File: src/rtl/odd_even_sort.sv
// Iterative odd-even transposition sorter: one compare-and-swap phase per clock over a
// single working array, with early exit after two consecutive swap-free phases.
module odd_even_sort #(
    parameter int p_DATA_WIDTH = 32,
    parameter int p_COUNT      = 8
) (
    input  logic                              i_CLK,
    input  logic                              i_RST_N,
    input  logic                              i_VALID,
    output logic                              o_READY,
    input  logic [p_COUNT*p_DATA_WIDTH-1:0]   i_DATA,
    input  logic                              i_DESCEND,
    output logic                              o_VALID,
    input  logic                              i_READY,
    output logic [p_COUNT*p_DATA_WIDTH-1:0]   o_DATA,
    output logic [$clog2(p_COUNT*(p_COUNT-1)/2+1)-1:0] o_SWAPS,
    output logic                              o_BUSY
);
    localparam int c_SW = $clog2(p_COUNT*(p_COUNT-1)/2+1);
    localparam int c_PW = $clog2(p_COUNT);

    typedef enum logic [1:0] {ST_IDLE = 2'd0, ST_SORT = 2'd1, ST_DONE = 2'd2} state_t;

    state_t                  state_q;
    logic [p_DATA_WIDTH-1:0] arr_q [p_COUNT];
    logic [p_DATA_WIDTH-1:0] arr_d [p_COUNT];
    logic [c_SW-1:0]         swaps_q;
    logic [c_PW-1:0]         phase_q;
    logic                    desc_q;
    logic                    zero_prev_q;
    logic                    ready_q;
    logic                    valid_q;
    logic                    busy_q;
    logic [c_SW-1:0]         phase_swaps_s;
    logic                    last_phase_s;

    // One phase of the network: disjoint pairs selected by phase parity, strict compare only
    always_comb begin
        arr_d         = arr_q;
        phase_swaps_s = '0;
        for (int j = 0; j < p_COUNT-1; j++) begin
            if ((j % 2) == int'(phase_q[0])) begin
                if (desc_q ? (arr_q[j] < arr_q[j+1]) : (arr_q[j] > arr_q[j+1])) begin
                    arr_d[j]      = arr_q[j+1];
                    arr_d[j+1]    = arr_q[j];
                    phase_swaps_s = phase_swaps_s + c_SW'(1);
                end else begin
                    phase_swaps_s = phase_swaps_s;
                end
            end else begin
                phase_swaps_s = phase_swaps_s;
            end
        end
    end

    // Two quiet phases in a row cover both parities, so the array is provably ordered
    always_comb begin
        last_phase_s = (phase_q == c_PW'(p_COUNT-1)) ||
                       ((phase_q != '0) && zero_prev_q && (phase_swaps_s == '0));
    end

    // Control FSM, working array and registered handshake outputs
    always_ff @(posedge i_CLK or negedge i_RST_N) begin
        if (!i_RST_N) begin
            state_q     <= ST_IDLE;
            for (int k = 0; k < p_COUNT; k++) begin
                arr_q[k] <= '0;
            end
            swaps_q     <= '0;
            phase_q     <= '0;
            desc_q      <= 1'b0;
            zero_prev_q <= 1'b0;
            ready_q     <= 1'b1;
            valid_q     <= 1'b0;
            busy_q      <= 1'b0;
        end else begin
            case (state_q)
                ST_IDLE: begin
                    if (i_VALID) begin
                        for (int k = 0; k < p_COUNT; k++) begin
                            arr_q[k] <= i_DATA[k*p_DATA_WIDTH +: p_DATA_WIDTH];
                        end
                        desc_q      <= i_DESCEND;
                        swaps_q     <= '0;
                        phase_q     <= '0;
                        zero_prev_q <= 1'b0;
                        ready_q     <= 1'b0;
                        busy_q      <= 1'b1;
                        state_q     <= ST_SORT;
                    end
                end
                ST_SORT: begin
                    arr_q       <= arr_d;
                    swaps_q     <= swaps_q + phase_swaps_s;
                    zero_prev_q <= (phase_swaps_s == '0);
                    phase_q     <= phase_q + c_PW'(1);
                    if (last_phase_s) begin
                        busy_q  <= 1'b0;
                        valid_q <= 1'b1;
                        state_q <= ST_DONE;
                    end
                end
                ST_DONE: begin
                    if (i_READY) begin
                        valid_q <= 1'b0;
                        ready_q <= 1'b1;
                        state_q <= ST_IDLE;
                    end
                end
                default: begin
                    valid_q <= 1'b0;
                    busy_q  <= 1'b0;
                    ready_q <= 1'b1;
                    state_q <= ST_IDLE;
                end
            endcase
        end
    end

    for (genvar g = 0; g < p_COUNT; g++) begin : g_pack
        assign o_DATA[g*p_DATA_WIDTH +: p_DATA_WIDTH] = arr_q[g];
    end

    assign o_SWAPS = swaps_q;
    assign o_READY = ready_q;
    assign o_VALID = valid_q;
    assign o_BUSY  = busy_q;

endmodule

File: config.mk
export PLATFORM = sky130hd
export DESIGN_NAME = odd_even_sort
export DESIGN_NICKNAME = d
export VERILOG_FILES = /design/src/rtl/odd_even_sort.sv
export SDC_FILE = /design/constraint.sdc
export NUM_CORES = 1
export LEC_CHECK = 0
export ABC_AREA = 0
export BUFFER_PORTS_ARGS = -buffer_cell sky130_fd_sc_hd__buf_2
export CAP_MARGIN = 5
export CORE_ASPECT_RATIO = 0.5
export CORE_MARGIN = 3
export CORE_UTILIZATION = 40
export CTS_BUF_LIST = sky130_fd_sc_hd__clkbuf_4
export DETAILED_ROUTE_END_ITERATION = 7
export PLACE_DENSITY_LB_ADDON = 0.08
export SYNTH_ARGS = -nofsm -noshare
export SYNTH_HDL_FRONTEND = slang
export SYNTH_SLANG_ARGS = --single-unit
File: constraint.sdc
create_clock -name i_CLK -period 7 [get_ports i_CLK]
set_input_delay 0.35 -clock i_CLK [delete_from_list [all_inputs] [get_ports i_CLK]]
set_output_delay 0.35 -clock i_CLK [all_outputs]
set_load 0.005 [all_outputs]
### Word-level counts from Yosys, hierarchy flattened

Cells that the tools add are included.

| operators by class | value |
|---|---|
| $mul | 0 |
| order comparisons | 14 |
| bitwise gates (word level) | 3 |
| reduce and logical (&&, ||, !) cells | 15 |
| multiplexer cells | 55 |
| $add $sub $neg | 8 |
| equal/unequal tests | 9 |
| shift operators | 0 |
| divide/modulo/power cells | 0 |

Operators with widths:

| operator | count |
|---|---|
| $mux 64 | 14 |
| $pmux 256 s2 | 1 |
| $mux 256 | 1 |
| $gt 32x32->1 | 7 |
| $lt 32x32->1 | 7 |
| $mux 5 | 14 |
| $add 5x1->5 const B | 6 |
| $mux 1 | 14 |
| $ne 2x2->1 const B | 6 |
| $reduce_and 3->1 | 4 |
| $pmux 5 s2 | 1 |
| $pmux 1 s3 | 3 |
| $reduce_and 4->1 | 2 |
| $mux 2 | 3 |
| $pmux 2 s3 | 1 |
| $pmux 3 s2 | 1 |
| $add 5x5->5 | 1 |
| $logic_not 5->1 | 1 |
| $reduce_and 2->1 | 2 |
| $add 3x1->3 const B | 1 |
| $eq 3x3->1 const B | 1 |
| $mux 3 | 1 |
| $not 1->1 | 3 |
| $reduce_bool 3->1 | 1 |
| 7 further kinds | 8 |

| storage, ports and cells | value |
|---|---|
| ROM bits | 0 |
| memories kept | 0 |
| bits in latches | 0 |
| input bits | 261 |
| output and inout port bits | 264 |
| logic and storage cells | 120 |
| flip-flop bits (word level) | 271 |
| memory bits (writable) | 0 |

### Longest topological paths before layout

Gate-level depths: netlist of run 1.

| depth | value |
|---|---|
| word-level depth | 27 |
| depth in mapped cells | 28 |

### Worst setup path before layout of run 1

OpenSTA, ideal clock, no wires.

| timing path | value |
|---|---|
| kind | reg2reg |
| from | reg arr_q (netlist bit o_DATA[46]) |
| to | reg swaps_q[4], in the netlist o_SWAPS[4] |
| required time | 6.871 ns |
| slack | 1.721 ns |
| cell stages (with the launch flop) | 28 |
| library setup time | 0.129 ns |
| data arrival time | 5.150 ns |
| cells stage by stage | dfrtp_1 > inv_1 > ha_1 > a21oi_1 > nand2_1 > a221o_1 > o31a_1 > o211ai_1 > and2_1 > clkbuf_1 > clkbuf_1 > clkbuf_1 > o21ai_0 > ha_1 > nor4_1 > mux2i_1 > nand2_1 > o21ai_0 > ha_1 > a32oi_1 > o21ai_2 > inv_1 > fa_1 > nor2b_1 > o21a_1 > nor3_1 > o21ai_0 > o21ai_0 |

| on the way | value |
|---|---|
| cells in the longest elaborated chain, start to end | 24 |
| elaborated cells on any way between the ends | 28 |
| those cells by class | 7 x add/sub; 4 x order compare; 17 x mux |

RTL lines:

| what | RTL line | RTL |
|---|---|---|
| start: declaration | 25 | `logic [p_DATA_WIDTH-1:0] arr_q [p_COUNT];` |
| start signal: indexed assignment | 81 | `arr_q[k] <= i_DATA[k*p_DATA_WIDTH +: p_DATA_WIDTH];` |
| start signal: assignment | 93 | `arr_q <= arr_d;` |
| $gt 32x32->1 / $lt 32x32->1 (equally long branches) | 43 | `if (desc_q ? (arr_q[j] < arr_q[j+1]) : (arr_q[j] > arr_q[j+1])) begin` |
| $mux 1 (2 in series) | 43 |  |
| $mux 5 | 42 | `if ((j % 2) == int'(phase_q[0])) begin` |
| $add 5x1->5 | 46 | `phase_swaps_s = phase_swaps_s + c_SW'(1);` |
| $mux 5 | 43 |  |
| $mux 5 (*) | 42 |  |
| $add 5x1->5 | 46 |  |
| $mux 5 | 43 |  |
| [... 7 more ...] | n/a |  |
| $add 5x1->5 | 46 |  |
| $mux 5 | 43 |  |
| $mux 5 (*) | 42 |  |
| $add 5x1->5 | 46 |  |
| $mux 5 | 43 |  |
| $mux 5 (*) | 42 |  |
| $add 5x5->5 (*) | 94 | `swaps_q <= swaps_q + phase_swaps_s;` |
| $pmux 5 s2 (*) | 77 | `case (state_q)` |
| end signal: assignment | 94 |  |
| end: declaration | 27 | `logic [c_SW-1:0] swaps_q;` |

Every way passes the cells marked *; elsewhere a longest branch is shown, timed or not.
A chain may end at the register's enable or synchronous reset.

### Worst setup path in the final report of run 1

| timing path | value |
|---|---|
| from | reg arr_q (netlist bit o_DATA[143]) |
| to | reg swaps_q[4], in the netlist o_SWAPS[4] |

| on the way | value |
|---|---|
| cells in the longest elaborated chain, start to end | 15 |
| elaborated cells on any way between the ends | 19 |
| those cells by class | 4 x add/sub; 4 x order compare; 11 x mux |

RTL lines:

| what | RTL line |
|---|---|
| $gt 32x32->1 / $lt 32x32->1 (equally long branches) | 43 |
| $mux 1 | 43 |
| $mux 5 | 43 |
| $mux 5 | 42 |
| $add 5x1->5 | 46 |
| $mux 5 | 43 |
| $mux 5 (*) | 42 |
| $add 5x1->5 | 46 |
| $mux 5 | 43 |
| $mux 5 (*) | 42 |
| $add 5x1->5 | 46 |
| $mux 5 | 43 |
| $mux 5 (*) | 42 |
| $add 5x5->5 (*) | 94 |
| $pmux 5 s2 (*) | 77 |

Marks and branches as above.

==> impl_metrics.prom, run 1 <==
# TYPE chip_impl_metric gauge
chip_impl_metric{name="synthesis.nets",unit=""} 3271
chip_impl_metric{name="numPlacedInstances",unit=""} 3824
chip_impl_metric{name="detailedRoute.firstPassIterationCount",unit=""} 7
chip_impl_metric{name="synth-compound-area-share",unit="%"} 27.86
chip_impl_metric{name="synth.yosys.warnings",unit=""} 0
chip_impl_metric{name="timing.clock.skew",unit="ns"} 0.04270
chip_impl_metric{name="clock_insertion_delay_worst_skew",unit="ns"} 0.83
chip_impl_metric{name="finish.instance_area",unit="mm²"} 0.02843
chip_impl_metric{name="placement_rows",unit=""} 59
chip_impl_metric{name="cts_max_level",unit=""} 3
chip_impl_metric{name="syn_inst",unit=""} 2774
chip_impl_info{name="critPathTopFamily",value="simple AND/OR/NAND/NOR gates"} 1
chip_impl_metric{name="standby_leakage_power",unit="nW"} 13.60
chip_impl_metric{name="ctsLongestPathBuffers",unit=""} 3
chip_impl_info{name="worst_hold_path_type",value="in -> async"} 1
chip_impl_metric{name="syn2layout_area_growth",unit="%"} 30.32
chip_impl_metric{name="cts.hold.buffers_added",unit=""} 259
chip_impl_metric{name="max_cap_violation_count",unit=""} 0
chip_impl_metric{name="timing.critical_path.slowest_cell_delay",unit="ns"} 0.60
chip_impl_info{name="ys.flop_type",value="dfrtp_1"} 1
chip_impl_metric{name="pwr_density_cell",unit="mW/mm²"} 644.0
chip_impl_metric{name="core_region",unit="mm²"} 0.05293
chip_impl_metric{name="worst-endpoint-required",unit="ns"} 7.67
chip_impl_info{name="critPathKind",value="reg -> reg"} 1
chip_impl_metric{name="max_freq",unit="MHz"} 175.8
chip_impl_metric{name="grt_overflow",unit=""} 0
chip_impl_metric{name="drive_above_1_share",unit="%"} 19.92
chip_impl_metric{name="ys_ff_latch",unit=""} 271
chip_impl_metric{name="postSynth.asyncResetShare",unit="%"} 100.0
chip_impl_metric{name="io_buffers",unit=""} 524
chip_impl_metric{name="synthesis.area_per_instance",unit="µm²"} 7.864
chip_impl_metric{name="critPathArrivalTime",unit="ns"} 6.36
chip_impl_metric{name="final-hold-violation-count",unit=""} 0
chip_impl_metric{name="layout_worst_path_cycle_share",unit="%"} 81.28
chip_impl_metric{name="dieWidth",unit="µm"} 336.3
chip_impl_metric{name="placedInstanceArea",unit="mm²"} 0.02483
chip_impl_metric{name="antenna_left",unit=""} 0
chip_impl_metric{name="part_of_the_yosys_area_used_for_sequential_elements",unit="%"} 31.09
chip_impl_metric{name="post_synth_fa_ha_maj_area_fraction",unit="%"} 13.62
chip_impl_metric{name="ir_worst_vdd",unit="V"} 0.0004614
chip_impl_metric{name="finish.cell_count_without_fillers",unit=""} 4221
chip_impl_metric{name="synthXorXnorAreaFrac",unit="%"} 0.5621
chip_impl_info{name="dominant_combinational_cell_family_by_area_after_synthesis",value="compound AO/OA/AOI/OAI gates"} 1
chip_impl_metric{name="wl_per_cell",unit="µm"} 22.51
chip_impl_metric{name="setup_repair_bufs_after_cts",unit=""} 0
chip_impl_metric{name="die_height",unit="µm"} 171.1
chip_impl_info{name="unrepaired_setup_endpoints_after_global_routing",value="false"} 1
chip_impl_metric{name="max-slew-margin-rel",unit="%"} 25.36
chip_impl_metric{name="detail_route.vias_per_cell",unit=""} 5.864
chip_impl_metric{name="drcViolationCount",unit=""} 0
chip_impl_metric{name="grt_pass1_vias",unit=""} 23377
chip_impl_metric{name="die_outline_area",unit="mm²"} 0.05754
chip_impl_metric{name="cts_made_buffers",unit=""} 75
chip_impl_metric{name="count_of_flip_flops_with_a_built_in_enable_after_synthesis",unit=""} 0
chip_impl_info{name="final_cell_mix",value="buf_2 (523), a21oi_1 (476), dfrtp_1 (270), dlygate4sd3_1 (259), nand2_1 (250)"} 1
chip_impl_info{name="outcome",value="finished clean"} 1
chip_impl_metric{name="final_core_utilization",unit="%"} 53.71
chip_impl_metric{name="cts.repair.resized",unit=""} 0
chip_impl_metric{name="antenna_found_initial",unit=""} 5
chip_impl_metric{name="timing.final.crit_period",unit="ns"} 5.690
chip_impl_metric{name="route.vias.total",unit=""} 24753
chip_impl_info{name="cts_tree",value="yes"} 1
chip_impl_metric{name="routed_wl",unit="mm"} 95.01
chip_impl_metric{name="boundaryPins",unit=""} 525
chip_impl_metric{name="finalNetCount",unit=""} 3956
chip_impl_metric{name="setup_viol",unit=""} 0
chip_impl_metric{name="timing.hold.ws",unit="ns"} 0.05767
chip_impl_info{name="timing.critical_path.from_type",value="register"} 1
chip_impl_info{name="critPathMostFrequentCell",value="o21ai_0"} 1
chip_impl_metric{name="synth.cell_area",unit="mm²"} 0.02181
chip_impl_metric{name="setup_total_negative_slack",unit="ns"} 0
chip_impl_metric{name="final-max-slew-violation-count",unit=""} 0
chip_impl_metric{name="detailed_place_hpwl",unit="mm"} 66.53
chip_impl_metric{name="path_clk_slew",unit="ns"} 0.09
chip_impl_metric{name="yosys.area_share.simple",unit="%"} 14.25
chip_impl_info{name="timing.critical_path.to_type",value="register"} 1
chip_impl_metric{name="post_synth_num_cell_types",unit=""} 68
chip_impl_metric{name="clkSinkCount",unit=""} 271
chip_impl_metric{name="grt_first_pass_wirelength",unit="mm"} 143.1
chip_impl_metric{name="transition_time_of_the_tightest_slew_check_pin",unit="ns"} 1.120
chip_impl_info{name="clk_root_buffer_cell",value="clkbuf_4"} 1
chip_impl_metric{name="cp_max_fo",unit=""} 6
chip_impl_metric{name="maximum_number_of_pins_on_one_net_before_global_route_repair",unit=""} 179
chip_impl_metric{name="drt_iter0_drcs",unit=""} 2653
chip_impl_info{name="layout.cells.most_common",value="buf_2"} 1
chip_impl_metric{name="cp_num_buf_inv",unit=""} 2
chip_impl_metric{name="start_util",unit="%"} 41.21
chip_impl_metric{name="synth.mux.area_fraction",unit="%"} 4.594
chip_impl_info{name="worst_path_max_delay_cell",value="nor4_1"} 1
chip_impl_metric{name="gp_congestion",unit=""} 0.9312
chip_impl_metric{name="grt_usage",unit="%"} 32.04
==> cell type report <==
type,count,area [µm²]
Clock buffer,118,885.9
Clock inverter,14,105.1
Multi-Input combinational cell,2058,13370
Timing Repair Buffer,812,5480
Fill cell,5192,24500
Sequential cell,271,6783
Inverter,241,909.6
Antenna cell,6,15.01
Tap cell,701,877.1
==> metal layers <==
layer | part of all wire [%] | wire, µm | GRT usage (%)
met5 | 0 | 0 | 0
met3 | 7.8 | 7458 | 5.298
met2 | 42 | 39980 | 46.34
met1 | 46 | 43670 | 47.19
met4 | 4.1 | 3905 | 13.05
==> where the power goes <==
group / switching (W) / total [W] / internal [W] / leakage [nW]
clock: 0.000783 / 0.00162 / 0.000833 / 0.598
sequential: 0.00150 / 0.00396 / 0.00246 / 3.20
combinational: 0.00774 / 0.0127 / 0.00499 / 9.80
total: 0.0100 / 0.0183 / 0.00829 / 13.6
==> through the flow <==
step	power [W]	worst slack (ns)
2_1_floorplan	0.01227	1.721
3_3_place_gp	0.01619	1.551
3_5_place_dp	0.01630	1.449
4_1_cts	0.01813	1.372
5_1_grt	0.02005	0.7389
6_report	0.01831	1.310
==> worst register-to-register path, delay by kind of cell (launching register included) <==
| family | cells | cell delay [ns] |
|---|---|---|
| buffers and inverters | 2 | 0.17 |
| xor gates and xnor gates | 1 | 0.26 |
| DFF | 1 | 0.46 |
| AOI/OAI and AO/OA | 9 | 1.33 |
| adders and majority gates | 4 | 1.38 |
| muxes | 1 | 0.17 |
| and+or+nand+nor | 9 | 1.75 |
==> Yosys cell counts (all sizes together), types with 7 or more instances <==
master,n,area [µm²]
nor2b,9,56.30
a211oi,32,245.2
xor2,7,61.31
inv,241,904.6
nand2,252,948.4
a31oi,62,387.9
nand4,50,312.8
clkbuf,161,604.3
o21ai,175,879.6
and4,7,61.31
nor3,106,530.5
nor4,12,75.07
ha,235,2940
mux2i,99,991.0
dfrtp,270,6756
a221oi,164,1436
buf,43,241.5
nand3,26,130.1
a21oi,480,2410
o211ai,13,102.6
nor2,221,832.1
a21o,21,157.7
xnor2,7,61.31
==> sequential cells by signal (all words and copies together), names as in the netlist <==
register,cells
desc_q,1
phase_q,3
zero_prev_q,1
o_READY,1
state_q,2
o_SWAPS,5
o_BUSY,1
o_VALID,1
o_DATA,256
==> cell families after synthesis <==
family          after synthesis
compound gates             1000
xor+xnor                     14
fa+ha+maj                   237
buf+inv                     445
flops                       271
mux                         100
simple gates                707
==> final timing paths <==
kind	startpoint	endpoint	slack (ns)	cells past startpoint
hold / removal	i_RST_N	o_DATA[10]	0.06	2
setup / recovery	o_DATA[143]	o_SWAPS[4]	1.31	26
max in group asynchronous	i_RST_N	o_DATA[92]	5.46	3
hold reg to reg	o_SWAPS[4]	o_SWAPS[4]	0.49	1
min in group i_CLK	i_VALID	o_DATA[33]	0.28	3
setup reg to reg	o_DATA[143]	o_SWAPS[4]	1.31	26
Power figures use the tool's default switching activity.
==> inputs of run 2 (changes only) <==
==> constraint.sdc (replaced) <==
create_clock -name i_CLK -period 4.7 [get_ports i_CLK]
set_input_delay 0.235 -clock i_CLK [delete_from_list [all_inputs] [get_ports i_CLK]]
set_output_delay 0.235 -clock i_CLK [all_outputs]
set_load 0.005 [all_outputs]
==> run 2 against run 1 <==
The flow now finishes with violations (negative setup slack). Sequential cell count unchanged. Largest cell class unchanged. Highest routed layer unchanged. Combinational power is 89% higher. Sequential share of layout area is 2.4 points lower. Core utilization grew 6.2 points. Cell area increased by 12%.
==> impl_metrics.prom, run 2 (same netlist as run 1, synthesis figures left out) <==
# TYPE chip_impl_metric gauge
chip_impl_info{name="outcome",value="complete, but fails checks"} 1
chip_impl_info{name="failing_checks",value="negative setup slack"} 1
chip_impl_metric{name="grt_first_pass_wirelength",unit="mm"} 148.7
chip_impl_metric{name="ctsLongestPathBuffers",unit=""} 3
chip_impl_metric{name="antenna_found_initial",unit=""} 6
chip_impl_metric{name="boundaryPins",unit=""} 525
chip_impl_metric{name="final-hold-violation-count",unit=""} 0
chip_impl_metric{name="finish.instance_area",unit="mm²"} 0.03173
chip_impl_metric{name="grt_pass1_vias",unit=""} 24610
chip_impl_metric{name="wl_per_cell",unit="µm"} 21.70
chip_impl_metric{name="report.power.total",unit="W"} 0.03138
chip_impl_metric{name="transition_time_of_the_tightest_slew_check_pin",unit="ns"} 1.060
chip_impl_metric{name="detail_route.vias_per_cell",unit=""} 5.690
chip_impl_metric{name="start_util",unit="%"} 41.21
chip_impl_metric{name="final_core_utilization",unit="%"} 59.95
chip_impl_metric{name="route.vias.total",unit=""} 26004
chip_impl_metric{name="finish.cell_count_without_fillers",unit=""} 4570
chip_impl_metric{name="setup_slack",unit="ns"} -0.1786
chip_impl_metric{name="power.net_switching",unit="W"} 0.01615
chip_impl_metric{name="drive_above_1_share",unit="%"} 29.98
chip_impl_metric{name="clock_insertion_delay_worst_skew",unit="ns"} 0.84
chip_impl_metric{name="internal_power",unit="W"} 0.01523
chip_impl_metric{name="final-max-slew-violation-count",unit=""} 0
chip_impl_metric{name="reg2reg_setup_slack",unit="ns"} -0.18
chip_impl_metric{name="detailedRoute.firstPassIterationCount",unit=""} 7
chip_impl_info{name="worst_hold_path_type",value="in -> async"} 1
chip_impl_metric{name="timing.final.crit_period",unit="ns"} 4.879
chip_impl_metric{name="die_outline_area",unit="mm²"} 0.05754
chip_impl_metric{name="grt_overflow",unit=""} 0
chip_impl_metric{name="max_cap_violation_count",unit=""} 0
chip_impl_metric{name="clkSinkCount",unit=""} 271
chip_impl_metric{name="antenna_left",unit=""} 0
chip_impl_metric{name="path_clk_slew",unit="ns"} 0.07
chip_impl_metric{name="power_frac_clock",unit="%"} 7.8
chip_impl_info{name="crit-reg2reg-capture",value="o_SWAPS[4]"} 1
chip_impl_metric{name="pwr-share-seq",unit="%"} 15.9
chip_impl_metric{name="timing.clock.skew",unit="ns"} 0.06542
chip_impl_metric{name="maximum_number_of_pins_on_one_net_before_global_route_repair",unit=""} 122
chip_impl_info{name="critPathKind",value="reg -> reg"} 1
chip_impl_metric{name="max_freq",unit="MHz"} 205.0
chip_impl_metric{name="dieWidth",unit="µm"} 336.3
chip_impl_metric{name="reg2regPathDepth",unit=""} 25
chip_impl_info{name="layout.cells.most_common",value="buf_2"} 1
chip_impl_metric{name="cts_made_buffers",unit=""} 74
chip_impl_metric{name="layout_worst_path_cycle_share",unit="%"} 103.8
chip_impl_metric{name="grt_usage",unit="%"} 33.25
chip_impl_metric{name="critPathArrivalTime",unit="ns"} 5.56
chip_impl_info{name="clk_root_buffer_cell",value="clkbuf_4"} 1
chip_impl_metric{name="core_region",unit="mm²"} 0.05293
chip_impl_metric{name="cts_max_level",unit=""} 3
chip_impl_metric{name="cp_max_fo",unit=""} 3
chip_impl_metric{name="worst-endpoint-required",unit="ns"} 5.38
chip_impl_metric{name="standby_leakage_power",unit="nW"} 15.34
chip_impl_metric{name="combinationalPowerShare",unit="%"} 76.4
chip_impl_metric{name="placedInstanceArea",unit="mm²"} 0.02733
chip_impl_metric{name="drcViolationCount",unit=""} 0
chip_impl_info{name="timing.critical_path.to_type",value="register"} 1
chip_impl_metric{name="sw_frac_of_total",unit="%"} 51.47
chip_impl_metric{name="largest_register_ffs",unit=""} 256
chip_impl_metric{name="setup_viol",unit=""} 6
chip_impl_info{name="cts_tree",value="yes"} 1
chip_impl_metric{name="syn2layout_area_growth",unit="%"} 45.47
chip_impl_info{name="unrepaired_setup_endpoints_after_global_routing",value="true"} 1
chip_impl_metric{name="routed_wl",unit="mm"} 99.18
chip_impl_metric{name="pwr_density_cell",unit="mW/mm²"} 988.8
chip_impl_metric{name="placement_rows",unit=""} 59
chip_impl_metric{name="finalNetCount",unit=""} 4309
chip_impl_metric{name="gp_congestion",unit=""} 0.9330
chip_impl_info{name="r2r-start",value="o_DATA[7]"} 1
chip_impl_metric{name="die_height",unit="µm"} 171.1
chip_impl_info{name="final_cell_mix",value="buf_2 (523), a21oi_1 (470), buf_4 (373), dlygate4sd3_1 (259), dfrtp_1 (255)"} 1
chip_impl_metric{name="max-slew-margin-rel",unit="%"} 29.31
chip_impl_metric{name="ir_worst_vdd",unit="V"} 0.0007916
chip_impl_metric{name="io_buffers",unit=""} 524
chip_impl_metric{name="drt_iter0_drcs",unit=""} 3030
chip_impl_metric{name="detailed_place_hpwl",unit="mm"} 69.95
chip_impl_metric{name="numPlacedInstances",unit=""} 4138
chip_impl_info{name="timing.critical_path.from_type",value="register"} 1
==> run 2: critical path: stages (launching register included) <==
cell	delay, ns
dfrtp_1	0.42
ha_4	0.26
a21oi_1	0.14
o21ai_1	0.08
a221o_1	0.35
o31a_1	0.36
or3_4	0.37
and2_4	0.16
xor2_2	0.13
nand2_1	0.09
nand2_1	0.08
ha_1	0.28
nand2_2	0.09
a31oi_4	0.04
a211oi_2	0.31
o21ai_2	0.10
ha_1	0.27
a32oi_1	0.10
o21ai_2	0.13
inv_2	0.06
fa_2	0.38
nor2b_2	0.13
o21a_1	0.13
nor3_1	0.05
o21ai_1	0.16
o21ai_1	0.07
==> run 2: worst max-delay path by stage <==
stage / start / endpoint / slack, ns / cells past startpoint
after floorplan: o_DATA[46] / o_SWAPS[4] / -0.07 / 28
after global placement: o_DATA[14] / o_SWAPS[4] / -0.15 / 25
after detailed placement: o_DATA[14] / o_SWAPS[4] / -0.22 / 25
after CTS: o_DATA[61] / o_SWAPS[4] / -0.07 / 27
after global routing: o_DATA[157] / o_SWAPS[4] / -0.44 / 26
final: o_DATA[7] / o_SWAPS[4] / -0.18 / 25
==> run 2: power groups by stage <==
stage / sequential [W] / clock [W] / combinational, W
2_1_floorplan: 0.00515 / 0 / 0.0133
3_3_place_gp: 0.00488 / 0 / 0.0218
3_5_place_dp: 0.00493 / 0 / 0.0220
4_1_cts: 0.00490 / 0.00248 / 0.0229
5_1_grt: 0.00513 / 0.00260 / 0.0263
6_report: 0.00498 / 0.00243 / 0.0240
==> run 2: final cells by class <==
class	instances	area, µm²
Inverter	241	909.6
Clock inverter	13	127.6
Timing Repair Buffer	1166	8190
Tap cell	701	877.1
Clock buffer	114	855.8
Fill cell	4922	21200
Antenna cell	6	15.01
Sequential cell	271	6802
Multi-Input combinational cell	2058	13960
==> run 2: timing repair <==
item	CTS	global route
endpoints found under the setup margin	8	10
pin swaps	21	50
resized for setup	33	81
endpoints found under the hold margin	351	0
hold buffers	259	0
buffers inserted	14	28
==> run 2: routing by layer <==
metal | routed length, µm | track usage, % | vias to the layer above
li1 | - | - | 12260
met1 | 45300 | 48.22 | 12208
met2 | 41880 | 48.43 | 1268
met3 | 7764 | 6.294 | 268
met4 | 4232 | 13.49 | 0
met5 | 0 | 0 | -
==> run 2: stage by stage <==
step	setup TNS, ns	setup WS [ns]	hold WS (ns)
2_1_floorplan	-0.09496	-0.06779	-0.06059
3_3_place_gp	-0.4376	-0.1485	0.3436
3_5_place_dp	-1.074	-0.2250	0.3383
4_1_cts	-0.1134	-0.06932	0.01968
5_1_grt	-2.647	-0.4448	0.1010
6_report	-0.7450	-0.1786	0.04313
